## config.mk

```make
export PLATFORM = sky130hd
export DESIGN_NAME = shim_integ_window_ctrl
export DESIGN_NICKNAME = d
export VERILOG_FILES = /design/src/rtl/shim_integ_pkg.sv /design/src/rtl/shim_integ_accum.sv /design/src/rtl/shim_integ_window_ctrl.sv
export SDC_FILE = /design/constraint.sdc
export NUM_CORES = 2
export LEC_CHECK = 0
export BUFFER_PORTS_ARGS = -buffer_cell sky130_fd_sc_hd__buf_2
export CORE_MARGIN = 2
export CORE_UTILIZATION = 46
export DETAILED_ROUTE_END_ITERATION = 8
export PLACE_DENSITY = 0.58
export REMOVE_ABC_BUFFERS = 1
export SLEW_MARGIN = 20
export SYNTH_ARGS = -nofsm -noshare
export SYNTH_HDL_FRONTEND = slang
export SYNTH_SLANG_ARGS = --single-unit
```

## constraint.sdc

```tcl
create_clock -name spi_clk -period 4 [get_ports spi_clk]
set_input_delay 0.2 -clock spi_clk [delete_from_list [all_inputs] [get_ports spi_clk]]
set_output_delay 0.2 -clock spi_clk [all_outputs]
set_load 0.02 [all_outputs]
```

## src/rtl/shim_integ_pkg.sv

```systemverilog
// Shared types and sizing for the SPI-domain integration window controller.
package shim_integ_pkg;

  typedef enum logic [2:0] {
    ST_IDLE  = 3'd0,
    ST_ARM   = 3'd1,
    ST_RUN   = 3'd2,
    ST_EVAL  = 3'd3,
    ST_FAULT = 3'd4
  } state_e;

  localparam int unsigned MIN_WINDOW_DEF = 16;
  localparam int unsigned SUM_W          = 48;
  localparam int unsigned LIMIT_W        = 47;
  localparam int unsigned WIN_W          = 32;
  localparam int unsigned THR_W          = 15;

  function automatic logic [WIN_W-1:0] clamp_window(input logic [WIN_W-1:0] req,
                                                    input logic [WIN_W-1:0] min_w);
    return (req < min_w) ? min_w : req;
  endfunction

endpackage

```

## src/rtl/shim_integ_accum.sv

```systemverilog
// Saturating 48-bit magnitude accumulator; clear has priority over add.
module shim_integ_accum
  import shim_integ_pkg::*;
(
  input  logic             clk_i,
  input  logic             rst_n_i,
  input  logic             clr_i,
  input  logic             add_i,
  input  logic [15:0]      operand_i,
  output logic [SUM_W-1:0] sum_o
);

  logic [SUM_W-1:0] sum_q, sum_d;
  logic [SUM_W:0]   sum_ext;

  always_comb begin
    sum_ext = {1'b0, sum_q} + (SUM_W+1)'(operand_i);
    sum_d   = sum_q;
    if (clr_i) begin
      sum_d = '0;
    end else if (add_i) begin
      sum_d = sum_ext[SUM_W] ? '1 : sum_ext[SUM_W-1:0];
    end
  end

  always_ff @(posedge clk_i or negedge rst_n_i) begin
    if (!rst_n_i) sum_q <= '0;
    else          sum_q <= sum_d;
  end

  assign sum_o = sum_q;

endmodule

```

## src/rtl/shim_integ_window_ctrl.sv

```systemverilog
// Integration window controller: runs fixed-length windows of sample magnitude
// and compares the sum against thresh*window, latching a sticky fault on overrun.
//
// state | meaning
// IDLE  | waiting for spi_en && integ_en
// ARM   | latch window length, limit; clear sum
// RUN   | accumulate samples, count down window
// EVAL  | compare sum against limit
// FAULT | sticky over-threshold, held until spi_en drops
module shim_integ_window_ctrl
  import shim_integ_pkg::*;
#(
  parameter int unsigned MIN_WINDOW = MIN_WINDOW_DEF
) (
  input  logic        spi_clk,
  input  logic        spi_resetn,
  input  logic        spi_en,
  input  logic        integ_en,
  input  logic [31:0] integ_window,
  input  logic [14:0] integ_thresh_avg,
  input  logic        sample_valid,
  input  logic [15:0] sample_abs,
  output logic        integ_active,
  output logic        window_start,
  output logic        window_end,
  output logic        over_thresh,
  output logic [15:0] window_count,
  output logic [2:0]  state_dbg
);

  state_e             state_q, state_d;
  logic [WIN_W-1:0]   cnt_q, cnt_d;
  logic [LIMIT_W-1:0] limit_q, limit_d;
  logic               integ_active_q, integ_active_d;
  logic               window_start_q, window_start_d;
  logic               window_end_q, window_end_d;
  logic               over_thresh_q, over_thresh_d;
  logic [15:0]        window_count_q, window_count_d;

  logic [SUM_W-1:0]   sum_acc;
  logic               acc_clr, acc_add;
  logic               run_en;
  logic               pass;
  logic [WIN_W-1:0]   win_req;

  assign run_en  = spi_en && integ_en;
  assign win_req = clamp_window(integ_window, WIN_W'(MIN_WINDOW));
  // Equality passes, so only a strictly larger sum faults.
  assign pass    = (sum_acc <= {1'b0, limit_q});

  shim_integ_accum u_accum (
    .clk_i     (spi_clk),
    .rst_n_i   (spi_resetn),
    .clr_i     (acc_clr),
    .add_i     (acc_add),
    .operand_i (sample_abs),
    .sum_o     (sum_acc)
  );

  always_comb begin
    state_d        = state_q;
    cnt_d          = cnt_q;
    limit_d        = limit_q;
    window_end_d   = 1'b0;
    window_count_d = window_count_q;
    over_thresh_d  = over_thresh_q;
    acc_clr        = 1'b0;
    acc_add        = 1'b0;

    case (state_q)
      ST_IDLE: begin
        if (run_en) state_d = ST_ARM;
      end
      ST_ARM: begin
        acc_clr = 1'b1;
        if (!spi_en) begin
          state_d = ST_IDLE;
        end else begin
          cnt_d   = win_req - 1'b1;
          limit_d = LIMIT_W'(integ_thresh_avg) * LIMIT_W'(win_req);
          state_d = ST_RUN;
        end
      end
      ST_RUN: begin
        if (!spi_en) begin
          acc_clr = 1'b1;
          state_d = ST_IDLE;
        end else begin
          acc_add = sample_valid;
          cnt_d   = cnt_q - 1'b1;
          if (cnt_q == '0) state_d = ST_EVAL;
        end
      end
      ST_EVAL: begin
        if (!spi_en) begin
          acc_clr = 1'b1;
          state_d = ST_IDLE;
        end else if (!pass) begin
          over_thresh_d = 1'b1;
          state_d       = ST_FAULT;
        end else begin
          window_end_d   = 1'b1;
          window_count_d = window_count_q + 16'd1;
          state_d        = run_en ? ST_ARM : ST_IDLE;
        end
      end
      ST_FAULT: begin
        if (!spi_en) begin
          acc_clr       = 1'b1;
          over_thresh_d = 1'b0;
          state_d       = ST_IDLE;
        end
      end
      default: state_d = ST_IDLE;
    endcase

    integ_active_d = (state_d == ST_ARM) || (state_d == ST_RUN) || (state_d == ST_EVAL);
    window_start_d = (state_q == ST_ARM) && (state_d == ST_RUN);
  end

  always_ff @(posedge spi_clk or negedge spi_resetn) begin
    if (!spi_resetn) begin
      state_q        <= ST_IDLE;
      cnt_q          <= '0;
      limit_q        <= '0;
      integ_active_q <= 1'b0;
      window_start_q <= 1'b0;
      window_end_q   <= 1'b0;
      over_thresh_q  <= 1'b0;
      window_count_q <= '0;
    end else begin
      state_q        <= state_d;
      cnt_q          <= cnt_d;
      limit_q        <= limit_d;
      integ_active_q <= integ_active_d;
      window_start_q <= window_start_d;
      window_end_q   <= window_end_d;
      over_thresh_q  <= over_thresh_d;
      window_count_q <= window_count_d;
    end
  end

  assign integ_active = integ_active_q;
  assign window_start = window_start_q;
  assign window_end   = window_end_q;
  assign over_thresh  = over_thresh_q;
  assign window_count = window_count_q;
  assign state_dbg    = state_q;

endmodule

```

Word-level counts from Yosys, hierarchy flattened. Cells that the tools add are included.

Flip-flop bits (word level): 150. Bits of input ports: 68. Output and inout port bits: 23. Word-level logic and storage cells: 69.

Add/sub/neg operators: 4. Multipliers: 1. $lt $le $gt $ge: 2. Eq/ne operators: 12. Multiplexer cells: 27. Reduce and logical (&&, ||, !) cells: 14.

Operators with widths (count): $mux W48 (3); $mux W32 (3); $pmux W32 S2 (1); $sub A32 B1 Y32 const B (2); $add A48 B16 Y49 (1); $le A48 B47 Y1 (1); $mul A15 B32 Y47 (1); $logic_not A32 Y1 (1); $lt A32 B5 Y1 const B (1); $mux W3 (6); $add A16 B1 Y16 const B (1); $pmux W3 S5 (1); $eq A3 B2 Y1 const B (4); $mux W1 (10); $ne A2 B2 Y1 const B (5); $eq A3 B1 Y1 const B (2); $reduce_and A3 Y1 (2); $reduce_bool A2 Y1 (3); $pmux W1 S2 (2); $reduce_and A4 Y1 (1); $eq A3 B3 Y1 const B (1); $logic_not A3 Y1 (1); $reduce_or A3 Y1 (1); $logic_and A1 B1 Y1 (2); 3 further kinds (4).

Longest topological paths before layout.
Word-level depth: 8. Gate-level depth with buffers: 30. Mapped depth without buffers: 27.

Hierarchy. A second synthesis with hierarchy kept.

Cells, all modules: 3068. Area total of the unflattened synthesis: 26072.5 µm².

By module, submodules not included: shim_integ_window_ctrl (instances 1, cells an instance 2663, area each 22566.6 µm², sequential area each 2552.4 µm²); shim_integ_accum (instances 1, cells an instance 405, area each 3505.9 µm², sequential area each 1201.2 µm²).

Least setup slack after synthesis. OpenSTA, ideal clock, no wires.

Path type: input to register. From: input port integ_window[21]. To: register limit_q[44]. Library setup time: 125 ps. Arrival: 7395 ps. Required time: 3875 ps. Slack: -3519 ps. Stages on the path: 27. Buffers on the path: 2. Path through: buf_2 -> or4_1 -> or3_4 -> nor3_4 -> and2b_1 -> clkbuf_1 -> and2_1 -> fa_1 -> inv_1 -> fa_1 -> inv_1 -> fa_1 -> fa_1 -> fa_1 -> inv_1 -> fa_1 -> inv_1 -> ha_1 -> nand4_1 -> a211oi_1 -> a22oi_1 -> or4_1 -> nand4b_1 -> nand2_1 -> o41ai_2 -> xnor2_1 -> mux2_2.

Longest elaborated chain between the ends: 3.

Ends and longest elaborated chain: from (decl) (line shim_integ_window_ctrl.sv:19) `input logic [31:0] integ_window,`; $lt A32 B5 Y1 (line shim_integ_pkg.sv:20) `return (req < min_w) ? min_w : req;`; $mux W32 (*) (line shim_integ_pkg.sv:20); $mul A15 B32 Y47 (*) (line shim_integ_window_ctrl.sv:80) `limit_d = LIMIT_W'(integ_thresh_avg) * LIMIT_W'(win_req);`; to (signal assigned) (line shim_integ_window_ctrl.sv:134) `limit_q <= limit_d;`; to (decl) (line shim_integ_window_ctrl.sv:33) `logic [LIMIT_W-1:0] limit_q, limit_d;`.

Mark *: on every way between the ends. The rest lies on a longest branch, timed or not. A chain may end at the register's enable or synchronous reset.

Worst setup path after layout.
From: input port integ_window[4]. To: register limit_q[45].

Same word-level chain as after synthesis.

==> flow_summary.ini <==
[synth]
synth_edf_count = 0
yosysWarnings = 0
ys_seq_elements = 150
ys_top_cells_by_count = inv_1 (467), fa_1 (389), nand2_1 (369)
synthArstFlopShare_pct = 100
synthTopCellsByArea = fa_1 (31%), dfrtp_1 (15%), ha_1 (8.6%)
yosysTopAreaCell = fa_1
syn_area_um2 = 25500
synthFlopType = dfrtp_1
ys_seq_area_share_pct = 14.7
synth.distinct_cells = 94
yosys.area.top_type_share_pct = 30.5
synth_cells = 2987
synth.most_common_cell = inv_1
synth.avg_cell_area_um2 = 8.54

[route]
drc_errors = 0
drt-vias-per-instance = 5.50
routedWlPerCell_um = 18.4
wl_mm = 72.9
antenna_left = 0
num_vias = 21796
drtIter0Drc = 1307
dr.pass1.iters = 5

[place]
port_buffers = 90
place_congestion = 0.901
dp_hpwl_mm = 57.2

[worst_setup_path]
path_delay_family = adder cells
cpMaxStageDelayCell = or4_1
cpMostUsedCell = fa_1
required_ns = 4.38
crit_path_max_fanout = 8
crit_buf_inv = 8
slowest_delay_ns = 0.56
crit_arrival_ns = 7.17
start_kind = input pin
setup.worst_path.end_class = flip-flop
critPathKind = input pin to flip-flop

[clock_tree]
clock_tree.root_cell = clkbuf_16
cts_tree = yes
clk_latency_ns = 0.45
clock_path_buffers = 2
htreeDepth = 4
clk_pin_slew_ns = 0.08
clkSinkCount = 150
cts_buffers = 17

[final_layout]
multi_input_area_um2 = 20200
drive_gt1_share_pct = 18.7
fillers = 5102
nNetsFinal = 3837
antennaDiodeCount = 0
syn_to_final_growth_pct = 18.5
ff_latch_area_um2 = 3750

[status]
violations = setup timing
outcome = finished with violations

[grt]
busiest_layer = met2
grt_util_met1_pct = 33.7
antenna_found_initial = 1
grt_overflow = 0
met2_usage_pct = 47.1
grt_max_degree = 88
grt_pass1_wl_mm = 121
grt_pass1_vias = 23114
use_met3_pct = 3.05
grt_usage_pct = 26.6

[timing]
finalClockSkew_ns = 0.0215
fin_ws_ns = -2.79
slew_viol_final = 0
period_share_pct = 170
period_minus_slack_ns = 6.79
max_freq_mhz = 147
setup_viol = 42
hold_violations = 0
tightest_slew_ns = 0.974
max-slew-margin-rel_pct = 35.0
tns_ns = -95.12
rsz0062_at_grt = true

[flow_run]
cap_violations = 0

[floorplan]
io_pins = 91
start_util_pct = 46.4
die_area_um2 = 57300
die_y_um = 239
die_w_um = 239
core_um2 = 55000
core.rowCount = 86

[hold_path]
hold_path_class = input pin to flip-flop
## tightest hold or removal path: stages
cell and delay, ns:
buf_2 0.10, nand2_1 0.09, o21ai_0 0.08
## placed cells by master (no fill, tap or decap), types with 56 or more instances in the layout
cell,n
nor2_1,105
o21ai_0,93
buf_2,86
ha_1,148
a21oi_1,131
and2_1,257
fa_1,375
buf_4,250
inv_1,443
dfrtp_1,150
nand2_1,360
a21o_1,56
## metal layers
| metal | part of all wire (%) | vias to the layer above |
|---|---|---|
| li1 | - | 10074 |
| met1 | 42 | 11090 |
| met2 | 50 | 513 |
| met3 | 4.2 | 115 |
| met4 | 3.4 | 4 |
| met5 | 0.034 | - |
## worst paths after layout
| path | startpoint | endpoint | slack [ns] | cells past startpoint |
|---|---|---|---|---|
| setup / recovery | integ_window[4] | limit_q[45] | -2.79 | 28 |
| hold / removal | integ_en | state_dbg[0] | 0.07 | 3 |
| setup reg to reg | u_accum.sum_o[0] | u_accum.sum_o[16] | 0.58 | 12 |
| hold reg to reg | window_count[15] | window_count[15] | 0.47 | 1 |
| max in group asynchronous | spi_resetn | cnt_q[4] | 2.63 | 3 |
| min in group asynchronous | spi_resetn | limit_q[11] | 0.45 | 2 |
## sequential cells by signal (all words and copies together), names as in the netlist
name,count
limit_q,47
window_start,1
over_thresh,1
u_accum.sum_o,48
cnt_q,32
integ_active,1
window_end,1
window_count,16
state_dbg,3
## metrics by stage
| stage | setup WS (ns) | hold slack, ns | instances | instance area (µm²) | util [%] |
|---|---|---|---|---|---|
| 4_1_cts | -2.78 | 0.0489 | 3962 | 30000 | 54.5 |
| 3_3_place_gp | -3.73 | 0.375 | 3906 | 28300 | 51.5 |
| 2_1_floorplan | -3.47 | -0.0956 | 2800 | 24800 | - |
| 5_1_grt | -3.01 | 0.0504 | 3965 | 30200 | 54.9 |
| 3_5_place_dp | -3.81 | 0.380 | 3906 | 28300 | 51.5 |
| 6_report | -2.79 | 0.0656 | 3965 | 30200 | 54.9 |
## layout make-up
class / count / area share [%]
clock buffer: 20 / 1.54
clock inverter: 12 / 0.398
inverter: 470 / 5.84
tap: 748 / 3.10
timing repair buffer: 385 / 9.88
multi-input combinational: 2180 / 66.8
sequential: 150 / 12.4
## cells by family (layout without fill, tap and decap cells)
kind of cell | after synthesis | count (layout) | share of synthesized area [%]
flip-flops | 150 | 150 | 14.7
XOR/XNOR | 65 | 65 | 2.23
buffers and inverters | 657 | 887 | 9.82
adder cells (fa/ha/maj) | 565 | 565 | 39.2
AND/OR/NAND/NOR | 991 | 991 | 19.6
AO/OA/AOI/OAI | 544 | 544 | 13.8
multiplexers | 15 | 15 | 0.618
## repair_timing
| item | 4_1_cts | 5_1_grt |
|---|---|---|
| setup endpoints to repair | 42 | 43 |
| pin swaps | 113 | 38 |
| setup buffers | 25 | 12 |
| hold buffers | 1 | 0 |
| gates cloned | 0 | 0 |
| hold endpoints to repair | 86 | 0 |
| gates resized for setup | 199 | 44 |
Power is left out: the tool's default activity adds up to more than one toggle a clock period on the data nets, which glitch-free logic cannot reach.
